==> src/rtl/serial_subtractor_4_bit.sv <==
// Bit-serial 4-bit subtractor: computes A - B - Bin one bit per clock, LSB first.
// A three-state FSM (IDLE/SHIFT/DONE) sequences capture, shifting and the done strobe.
module serial_subtractor_4_bit (
  input  logic       clk,
  input  logic       rst_n,
  input  logic       start,
  input  logic [3:0] A,
  input  logic [3:0] B,
  input  logic       Bin,
  output logic [3:0] D,
  output logic       Bout,
  output logic       busy,
  output logic       done
);

  typedef enum logic [1:0] {StIdle, StShift, StDone} state_e;

  state_e     state_q, state_d;
  logic [3:0] a_q, a_d;
  logic [3:0] b_q, b_d;
  logic [3:0] res_q, res_d;
  logic [3:0] d_q, d_d;
  logic [1:0] cnt_q, cnt_d;
  logic       br_q, br_d;
  logic       bout_q, bout_d;
  logic       diff_bit;
  logic       br_next;

  // One full-subtractor cell working on the current LSBs.
  always_comb begin
    diff_bit = a_q[0] ^ b_q[0] ^ br_q;
    br_next  = (~a_q[0] & b_q[0]) | (~(a_q[0] ^ b_q[0]) & br_q);
  end

  // State register.
  always_ff @(posedge clk or negedge rst_n) begin
    if (!rst_n) begin
      state_q <= StIdle;
      a_q     <= 4'b0000;
      b_q     <= 4'b0000;
      res_q   <= 4'b0000;
      d_q     <= 4'b0000;
      cnt_q   <= 2'd0;
      br_q    <= 1'b0;
      bout_q  <= 1'b0;
    end else begin
      state_q <= state_d;
      a_q     <= a_d;
      b_q     <= b_d;
      res_q   <= res_d;
      d_q     <= d_d;
      cnt_q   <= cnt_d;
      br_q    <= br_d;
      bout_q  <= bout_d;
    end
  end

  // Next-state and datapath.
  always_comb begin
    state_d = state_q;
    a_d     = a_q;
    b_d     = b_q;
    res_d   = res_q;
    d_d     = d_q;
    cnt_d   = cnt_q;
    br_d    = br_q;
    bout_d  = bout_q;
    unique case (state_q)
      StIdle: begin
        if (start) begin
          a_d     = A;
          b_d     = B;
          br_d    = Bin;
          cnt_d   = 2'd0;
          state_d = StShift;
        end
      end
      StShift: begin
        a_d   = {1'b0, a_q[3:1]};
        b_d   = {1'b0, b_q[3:1]};
        br_d  = br_next;
        res_d = {diff_bit, res_q[3:1]};
        cnt_d = cnt_q + 2'd1;
        // Outputs only update on the final bit so D/Bout stay stable mid-operation.
        if (cnt_q == 2'd3) begin
          d_d     = {diff_bit, res_q[3:1]};
          bout_d  = br_next;
          state_d = StDone;
        end
      end
      StDone: begin
        state_d = StIdle;
      end
      default: begin
        state_d = StIdle;
      end
    endcase
  end

  // Outputs.
  always_comb begin
    busy = (state_q != StIdle);
    done = (state_q == StDone);
    D    = d_q;
    Bout = bout_q;
  end

endmodule

==> config.mk <==
export PLATFORM = sky130hd
export DESIGN_NAME = serial_subtractor_4_bit
export DESIGN_NICKNAME = d
export VERILOG_FILES = /design/src/rtl/serial_subtractor_4_bit.sv
export SDC_FILE = /design/constraint.sdc
export NUM_CORES = 1
export LEC_CHECK = 0
export BUFFER_PORTS_ARGS = -buffer_cell sky130_fd_sc_hd__buf_2
export CORE_MARGIN = 2
export CORE_UTILIZATION = 50
export CTS_BUF_LIST = sky130_fd_sc_hd__clkbuf_8
export CTS_CLUSTER_DIAMETER = 150
export DETAILED_ROUTE_END_ITERATION = 6
export PLACE_DENSITY = 0.77
export SYNTH_ARGS = -nofsm -noshare
export SYNTH_HDL_FRONTEND = slang
export SYNTH_SLANG_ARGS = --single-unit
==> constraint.sdc <==
create_clock -name clk -period 1.5 [get_ports clk]
set_clock_uncertainty 0.15 [all_clocks]
set_input_delay 0 -clock clk [delete_from_list [all_inputs] [get_ports clk]]
set_output_delay 0 -clock clk [all_outputs]
set_load 0.01 [all_outputs]
==> metrics.md, run 1 <==
| Metric | Value |
|---|---|
| Status | `complete, no violations` |
| Die ar. | `2230 um^2` |
| Yosys reg bits | `21` |
| Crit Path Category | `flip-flop to flip-flop` |
| Buffers on Ports | `18` |
| Area growth syn-to-layout | `33.3%` |
| Final WS setup | `0.0291 ns` |
| Initial Util | `0.536` |
| Height of the die | `47.3 um` |
| Worst skew pair latency | `0.26 ns` |
| Clock share of power | `0.147` |
| Multi-input gate area | `370 um^2` |
| Post-synthesis adder-cell area fraction | `0.0348` |
| Top-count cell post-synth | `dfrtp_1` |
| Pint | `0.00162 W` |
| WP data required | `1.51 ns` |
| DP Wirelength | `1.26 mm` |
| Final GP Congestion | `0.780` |
| Mapped cell area | `936 um^2` |
| Post-route cell area | `1250 um^2` |
| Sw power | `0.000861 W` |
| Rel. slew slack | `0.686` |
| Yosys cell types | `21` |
| First-pass GRT wire length | `3.01 mm` |
| Via Count | `741` |
| Synth Area in Compound Gates | `0.174` |
| Simple-Gate Fraction of Synth Area | `0.0949` |
| Largest family of logic cells by synthesized area | `compound AO/OA/AOI/OAI gates` |
| Clock Tree Root | `clkbuf_8` |
| Congestion Overflow GR | `0` |
| DR iter-0 viols | `11` |
| CTS tree | `built` |
| Die Wd | `47.3 um` |
| Most common flop cell mapped by yosys | `dfrtp_1` |
| XOR/XNOR Fraction of Synth Area | `0` |
| Filler cells | `128` |
| Fin crit share | `0.981` |
| Peak supply drop | `1.18 mV` |
| Pre-antenna DRT Iters | `4` |
| Sequential fraction of the synthesis area | `0.561` |
| Tot GR Track Use | `0.195` |
| Synth Instances | `84` |
| Largest net degree at the start of global routing | `22` |
| Comb power frac | `0.436` |
| Area after DPL | `1060 um^2` |
| Leading area contributor after synthesis | `dfrtp_1` |
| Layout cells sized above 1 | `0.350` |
| Final hold vios | `0` |
| Ys async rst share | `1.00` |
| CTS Buffer Depth | `2` |
| Routed wire length | `1.87 mm` |
| Remaining DRCs | `0` |
| Post-synthesis net count | `98` |
| WP data arrival | `1.48 ns` |
| Worst slew pin tran | `0.472 ns` |
| # setup viols final | `0` |
| Total CTS buffers | `3` |
| CP Max Fanout | `7` |
| Initial antenna violation count | `0` |
| # diodes | `0` |
| Worst hold path class | `primary input to flip-flop` |
| H-tree lvl count | `1` |
| Vias in the first global route | `696` |
| Main area contributors after synthesis | `dfrtp_1 56%, mux2_2 8.4%, o22ai_1 6.7%` |
| Vias per cell | `5.11` |
| Lkg Pwr | `0.589 nW` |
| FP Rows | `15` |
| Core footprint | `1750 um^2` |
| Net Sw Frac | `0.348` |
| Total clock sinks | `21` |
| DR WL/cell | `12.9 um` |
| PwrDens | `1990 nW/um^2` |
| Crit path time final | `1.47 ns` |
| Total number of yosys warnings | `0` |
| Reg clk slew, reported paths | `0.08 ns` |
| Mux contribution to synthesized area | `0.0842` |
| Worst setup EP type | `flip-flop` |
| Number of synthesized flops with an enable pin | `0` |
| Max Cap Viol | `0` |
| Synth top area share | `0.561` |
| FMAX | `680 MHz` |
| Synth Area per Inst | `11.1 um^2` |
| Critical Path Start Type | `flip-flop` |
| Reg power frac | `0.418` |
| Nets | `135` |
| Sequential cell area | `528 um^2` |
| Final Max Tran Viols | `0` |
| Remaining antenna violation count | `0` |
| IO Pins | `19` |
| Dpl ws | `-0.0309 ns` |
| Synth cell count leaders | `21 x dfrtp_1, 10 x o21ai_0, 10 x o22ai_1, 7 x mux2_2` |
| Power Total | `0.00248 W` |
what timing repair did:
action / 4_1_cts / 5_1_grt
resized for setup: 0 / 4
hold buffers: 10 / 0
pin swaps: 0 / 1
setup buffers: 2 / 2
endpoints found under the setup margin: 4 / 14
hold endpoints to repair: 30 / 0
logic make-up (layout without fill, tap and decap cells):
| logic type | Yosys count | count (layout) |
|---|---|---|
| multiplexers | 7 | 7 |
| AND/OR/NAND/NOR | 16 | 16 |
| flip-flops | 21 | 21 |
| AO/OA/AOI/OAI | 28 | 28 |
| buffers and inverters | 10 | 46 |
| adder cells (fa/ha/maj) | 2 | 2 |
worst paths after layout:
path | cells after the start | startpoint | slack [ns] | to
hold reg to reg | 1 | br_q | 0.34 | br_q
setup reg to reg | 3 | state_q[0] | 0.03 | b_q[2]
min in group asynchronous | 2 | rst_n | 0.06 | cnt_q[1]
hold / removal | 3 | start | 0.02 | state_q[0]
setup / recovery | 3 | state_q[0] | 0.03 | b_q[2]
max in group asynchronous | 2 | rst_n | 0.78 | state_q[1]
worst max-delay path, stage by stage (launching register included):
cell and delay [ns]:
dfrtp_2 0.45, or2_4 0.26, or3b_1 0.37, o221a_2 0.13
stage by stage:
| step | util | cells | hold slack [ns] | TNS, ns |
|---|---|---|---|---|
| after global routing | 0.715 | 145 | 0.0498 | -0.00103 |
| after floorplan | - | 84 | -0.446 | 0 |
| after CTS | 0.702 | 143 | 0.0140 | 0 |
| final | 0.715 | 145 | 0.0186 | 0 |
| after global placement | 0.610 | 127 | -0.178 | 0 |
| after detailed placement | 0.610 | 127 | -0.170 | -0.111 |
flip-flops by register name, summed over array words and instances, names as in the netlist:
name     flops
br_q         1
cnt_q        2
a_q          4
Bout         1
b_q          4
res_q        3
D            4
state_q      2
power groups by stage:
stage | Clock [W] | Sequential [W] | Combinational [W]
detailed placement | 0 | 0.00104 | 0.000987
global route | 0.000388 | 0.00107 | 0.00121
floorplan | 0 | 0.00101 | 0.000713
global placement | 0 | 0.00103 | 0.000953
CTS | 0.000368 | 0.00103 | 0.00103
finish | 0.000364 | 0.00103 | 0.00108
routing by layer:
layer	up-vias	global-route usage	routed length [um]
met4	0	0.0833	34
met2	11	0.305	849
met3	5	0.0346	53
li1	374	-	-
met5	-	0	0
met1	351	0.265	928
area by class of cell:
type	count	area share
clock inverters	1	0.00301
multi-input cells	53	0.297
well taps	25	0.0251
repair buffers	36	0.201
flip-flops and latches	21	0.423
clock buffers	3	0.0331
inverters	6	0.0181
cell usage in the layout (no fill, tap or decap), types with 3 or more instances in the layout:
cell type      Yosys  final
clkbuf_8           0      3
mux2_2             7      7
nor2_1             5      5
dlygate4sd3_1      0     10
o22ai_1           10     10
a21oi_1            6      6
inv_1              6      7
o21ai_0           10     10
buf_2              2     18
buf_4              0      8
dfrtp_1           21     19
nand2_1            3      3
(Power assumes the default switching activity.)
==> run 2: changes to the inputs <==
Settings changed: CORE_MARGIN 2 to not set.
==> run 2 against run 1 <==
Hold slack lost 0.013 ns. Worst setup slack improved by 0.0063 ns. Cell area is 2.2% higher. Total power grew 1.6%. Sequential power hardly changed. Fmax is 0.43% higher. Wire length up 7.4%. Clock power up 2%. Cell count up 2.1%. Critical path type unchanged.
==> metrics.md, run 2 (synthesis gave the netlist of run 1 again) <==
| Metric | Value |
|---|---|
| Crit path time final | `1.46 ns (-0.00629 ns)` |
| Congestion Overflow GR | `0 (unchanged)` |
| Met3 routed WL | `88 um (+66%)` |
| Top layer in use | `met4` |
| Worst hold path class | `primary input to flip-flop` |
| Largest net degree at the start of global routing | `22 (unchanged)` |
| Reg power frac | `0.414 (-0.004)` |
| CP Cell Sequence | `fa_1, mux2_2` |
| # setup viols final | `0 (unchanged)` |
| Die ar. | `2050 um^2 (-8.3%)` |
| Critical Path Stages | `2 (-1)` |
| DR WL/cell | `13.5 um (+5.3%)` |
| Fin crit share | `0.976 (-0.00419)` |
| Status | `complete, no violations` |
| Routed wire length | `2.01 mm (+7.4%)` |
| Crit Path Category | `flip-flop to flip-flop` |
| Max Cap Viol | `0 (unchanged)` |
| H-tree lvl count | `1 (unchanged)` |
| # placed instances | `129 (+1.6%)` |
| Sw power | `0.000884 W (+2.7%)` |
| Peak supply drop | `1.26 mV (+6.9%)` |
| Reg clk slew, reported paths | `0.08 ns (about the same)` |
| Most frequent cells in the layout | `20 x dfrtp_1, 18 x buf_2, 11 x buf_4` |
| First-pass GRT wire length | `2.99 mm (-0.47%)` |
| Lkg Pwr | `0.615 nW (+4.3%)` |
| DR iter-0 viols | `7 (-4)` |
| Critical path's top delay family | `adder cells` |
| FP Rows | `15 (unchanged)` |
| Total CTS buffers | `3 (unchanged)` |
| Worst setup EP type | `flip-flop` |
| WP data arrival | `1.46 ns (-0.02 ns)` |
| Area growth syn-to-layout | `36.2%` |
| Height of the die | `45.3 um (-4.2%)` |
| Initial antenna violation count | `0 (unchanged)` |
| Commonest non-fill, non-tap cell in the layout | `dfrtp_1` |
| Via Count | `780 (+5.3%)` |
| FF-to-FF path depth | `2 (-1)` |
| Vias in the first global route | `692 (-0.57%)` |
| Vias per cell | `5.27 (+3.1%)` |
| Rel. slew slack | `0.692 (+0.00631)` |
| Area after DPL | `1080 um^2 (+1.4%)` |
| Remaining antenna violation count | `0 (unchanged)` |
| PwrDens | `1970 nW/um^2 (-0.60%)` |
| Final Max Tran Viols | `0 (unchanged)` |
| Total clock sinks | `21 (unchanged)` |
| Die Wd | `45.3 um (-4.2%)` |
| Met2 Wirelength | `971 um (+14%)` |
| # diodes | `0 (unchanged)` |
| Critical Path Start Type | `flip-flop` |
| Remaining DRCs | `0 (unchanged)` |
| DP Wirelength | `1.23 mm (-2.2%)` |
| Final hold vios | `0 (unchanged)` |
| CTS Buffer Depth | `2 (unchanged)` |
| Worst path max stage delay | `0.50 ns (+0.05 ns)` |
| CTS tree | `built` |
| Final hold slack | `0.00558 ns (-0.0130 ns)` |
| Net Sw Frac | `0.352 (+0.00385)` |
| Pint | `0.00163 W (+0.99%)` |
| Buffers on Ports | `18 (unchanged)` |
| Clock share of power | `0.148 (about the same)` |
| Final std cells w/o fill | `148 (+2.1%)` |
| Worst slew pin tran | `0.462 ns (-0.00946 ns)` |
| WP data required | `1.50 ns (about the same)` |
| Pre-antenna DRT Iters | `4 (unchanged)` |
| Layout cells sized above 1 | `0.358 (+0.00772)` |
| Clock Tree Root | `clkbuf_8` |
| Tot GR Track Use | `0.208 (+0.0127)` |
| CP bufs+invs | `0 (unchanged)` |
| CP Max Fanout | `3 (-4)` |
| Initial Util | `0.536 (unchanged)` |
| Met1 wire length | `928 um (unchanged)` |
| Core footprint | `1750 um^2 (unchanged)` |
| Nets | `138 (+2.2%)` |
| Worst skew pair latency | `0.26 ns (about the same)` |
| Comb power frac | `0.438 (+0.002)` |
| Hold Path Stages | `3 (unchanged)` |
| Setup_tns | `0 ns (unchanged)` |
| Final GP Congestion | `0.767 (-1.7%)` |
| Crit-path slowest cell | `fa_1` |
| Post-route cell area | `1270 um^2 (+2.2%)` |
| IO Pins | `19 (unchanged)` |
| FMAX | `683 MHz (+0.43%)` |
run 2: layer usage:
| metal | track usage | up-vias |
|---|---|---|
| met5 | 0 | - |
| met4 | 0.0364 | 0 |
| met3 | 0.0840 | 4 |
| met2 | 0.333 | 23 |
| met1 | 0.268 | 375 |
| li1 | - | 378 |
run 2: through the flow:
step / util / total power, W / setup WS [ns]
3_3_place_gp: 0.619 / 0.00199 / 0.0297
6_report: 0.730 / 0.00252 / 0.0354
2_1_floorplan: - / 0.00172 / 0.0148
5_1_grt: 0.730 / 0.00270 / -0.000323
4_1_cts: 0.707 / 0.00243 / -0.00768
3_5_place_dp: 0.619 / 0.00203 / 0.000648
run 2: layout make-up:
type | instances | area [um^2]
clock buffers | 3 | 41.3
clock inverters | 1 | 5.00
fillers | 131 | 470
inverters | 6 | 22.5
multi-input cells | 53 | 375
flip-flops and latches | 21 | 527
well taps | 25 | 31.3
repair buffers | 39 | 273
run 2: final timing paths:
check	slack, ns	start	endpoint
worst min-delay path	0.006	start	state_q[0]
min in group asynchronous	0.07	rst_n	D[1]
max in group asynchronous	0.79	rst_n	state_q[0]
worst min register to register	0.34	Bout	Bout
worst max register to register	0.04	a_q[0]	res_q[3]
worst max-delay path	0.04	a_q[0]	res_q[3]
run 2: timing repair:
| item | CTS | global route |
|---|---|---|
| hold buffers | 10 | 0 |
| buffers inserted | 1 | 4 |
| endpoints found under the setup margin | 2 | 8 |
| gates resized for setup | 0 | 4 |
| hold endpoints to repair | 30 | 0 |
run 2: worst register-to-register path, delay by kind of cell (launching register included):
family / cells / cell delay [ns]
fa+ha+maj: 1 / 0.50
flops: 1 / 0.42
mux: 1 / 0.28
run 2: power groups by stage:
stage / logic, W / registers (W) / clock network [W]
final: 0.00110 / 0.00104 / 0.000373
after CTS: 0.00103 / 0.00103 / 0.000374
after floorplan: 0.000713 / 0.00101 / 0
after global routing: 0.00122 / 0.00107 / 0.000402
after global placement: 0.000969 / 0.00102 / 0
after detailed placement: 0.000997 / 0.00104 / 0
